## src/rtl/rca_golden_adder.sv

```systemverilog
// rca_golden_adder: behavioural reference add producing {carry_out, sum} at WIDTH+1 bits
module rca_golden_adder #(
  parameter int WIDTH = 4
) (
  input  logic [WIDTH-1:0] a,
  input  logic [WIDTH-1:0] b,
  input  logic             cin,
  output logic [WIDTH:0]   s
);
  assign s = {1'b0, a} + {1'b0, b} + {{WIDTH{1'b0}}, cin};
endmodule

```

## config.mk

```make
export PLATFORM = sky130hd
export DESIGN_NAME = rca_golden_adder
export DESIGN_NICKNAME = d
export VERILOG_FILES = /design/src/rtl/rca_golden_adder.sv
export SDC_FILE = /design/constraint.sdc
export NUM_CORES = 1
export LEC_CHECK = 0
export CORE_AREA = 5 5 42 44
export DETAILED_ROUTE_END_ITERATION = 7
export DIE_AREA = 0 0 47 49
export PLACE_DENSITY = 0.44
export SETUP_SLACK_MARGIN = 0.02
export SLEW_MARGIN = 20
export SYNTH_ARGS = -nofsm -noshare
export SYNTH_HDL_FRONTEND = slang
export SYNTH_SLANG_ARGS = --single-unit
export TNS_END_PERCENT = 10
```

## constraint.sdc

```tcl
create_clock -name vclk -period 7.2
set_input_delay 2.16 -clock vclk [all_inputs]
set_output_delay 2.16 -clock vclk [all_outputs]
set_load 0.01 [all_outputs]
```

==> flow_metrics.tcl <==
set metrics [dict create \
    outcome "complete, no violations" \
    timing.final.hold_violations 0 \
    cp_top_family "buffers and inverters" \
    fin_tns_setup_ns 0 \
    die_w_um 47 \
    fmax_mhz 160 \
    drc_errors 0 \
    drive_above_1_share_pct 3.33 \
    path_cells "clkdlybuf4s50_1, fa_1, inv_1, fa_1, inv_1, clkdlybuf4s50_1" \
    dr.pass1.iters 1 \
    fillCellCount 162 \
    critPathLaunch "a[0]" \
    crit_slowest_cell "clkdlybuf4s50_1" \
    report.final.setup_viol 0 \
    holdPathStages 4 \
    crit_fanout 2 \
    totalWireLength_um 320 \
    cp.required_ns 5.04 \
    final_antenna_net_count 0 \
    drt_iter0_drc 0 \
    crit_path_start_kind "input port" \
    postCtsHoldBufs 0 \
    ctsResizeCount 0 \
    grt_pass1_wl_um 538 \
    p_leak_uw 0.000135 \
    dp_hpwl_um 318 \
    grt_pass1_vias 155 \
    core_um2 1400 \
    nFlopsAndLatches 0 \
    ios 14 \
    whs_endpoint "s[3]" \
    fin_nets 46 \
    min_from "b[3]" \
    finalInstanceArea_um2 304 \
    antenna_found_initial 0 \
    synth_cells 16 \
    start_util_pct 10.3 \
    clkbuf_count 0 \
    netlist_area_um2 144 \
    fin_util_pct 21.7 \
    wire_per_inst_um 6.96 \
    vias 156 \
    core.rowCount 14 \
    avgViaCountPerCell 3.39 \
    drv_cap 0 \
    yosysSeqAreaShare_pct 0 \
    port_buffers 14 \
    cp.arrival_ns 4.09 \
    num_antenna_cells 0 \
    path_buf_inv 4 \
    worstSetupPathType "input port to primary output" \
    areaGrowthSynthToFinish_pct 111 \
    grt_usage_pct 2.81 \
    syn-num-nets 30 \
    worst_slew_pin_slew_ns 0.145 \
    die_h_um 49 \
    hp-class "input port to primary output" \
    rsz0062_at_grt "false" \
    cp-end-kind "primary output" \
    gr-total-overflow 0 \
    min_period_ns 6.25 \
    timing.slew.headroom_pct 90.2 \
    placed_area_um2 304 \
    timing.final.crit_share_pct 86.8 \
    finalPower_uw 26.9 \
    die_area_um2 2300 \
    synth.avg_cell_area_um2 8.99 \
    max_stage_delay_ns 0.53 \
    synth_cell_type_count 9 \
    pwr_density_cell_nw_per_um2 88.5 \
    postCtsSetupBuffers 0 \
    regArea_um2 0 \
    peakVddDrop_mv 0.0157 \
    place.gp.congestion 0.602 \
    yosysWarnings 0 \
    holdWs_ns 5.46 \
    slew_violations 0 \
    grt_max_degree 4 \
]
==> cells in the mapped netlist, drive strengths merged <==
master  instances  share of area (%)
a21o            1                5.2
a21oi           1                6.1
fa              2                 28
ha              3                 26
inv             4                 10
nand2b          1                4.4
nor2b           1                4.4
o21ai           1                3.5
xnor2           2                 12
==> cells in the final DEF, fill, tap and decap left out <==
master / netlist / final
nand2b_1: 1 / 1
clkdlybuf4s50_1: 0 / 14
xnor2_1: 2 / 2
inv_1: 4 / 4
ha_1: 3 / 3
fa_1: 2 / 2
a21oi_2: 1 / 1
o21ai_0: 1 / 1
nor2b_1: 1 / 1
a21o_1: 1 / 1
==> metal layers <==
layer	up-vias	share of wire, %	track usage [%]
met2	7	59	5.66
met5	-	0	0
met1	70	21	3.07
met3	0	20	0.369
met4	0	0	0
li1	79	-	-
==> report_power, final <==
part	leakage [uW]	internal, uW	switching, uW
Sequential	0	0	0
Clock	0	0	0
Combinational	0.000135	17.2	9.75
==> worst max path at each step <==
stage | to | cells past startpoint | slack [ns]
6_report | s[1] | 6 | 0.95
5_1_grt | s[4] | 8 | 0.80
4_1_cts | s[4] | 8 | 0.92
3_5_place_dp | s[4] | 8 | 0.92
3_3_place_gp | s[4] | 8 | 0.95
2_1_floorplan | s[1] | 4 | 1.90
==> logic make-up after synthesis <==
group           count (synthesis)  synth area share [%]
xor+xnor                        2                  12.2
compound gates                  3                  14.8
simple gates                    2                  8.70
fa+ha+maj                       5                  53.9
buf+inv                         4                  10.4
==> worst min-delay path, stage by stage <==
cell and delay, ns:
clkdlybuf4s50_1 0.46, ha_1 0.14, xnor2_1 0.07, clkdlybuf4s50_1 0.47
==> metrics by stage <==
stage                     cells  worst slack, ns
final                        46            0.950
after global routing         46            0.799
after CTS                    46            0.916
after detailed placement     46            0.922
after global placement       46            0.954
after floorplan              16             1.90
==> cell type report <==
class / count / area (um^2) / area share [%]
inverters: 4 / 15.0 / 4.94
well taps: 16 / 20.0 / 6.58
multi-input cells: 12 / 129 / 42.4
repair buffers: 14 / 140 / 46.1
Power figures use the tool's default switching activity.
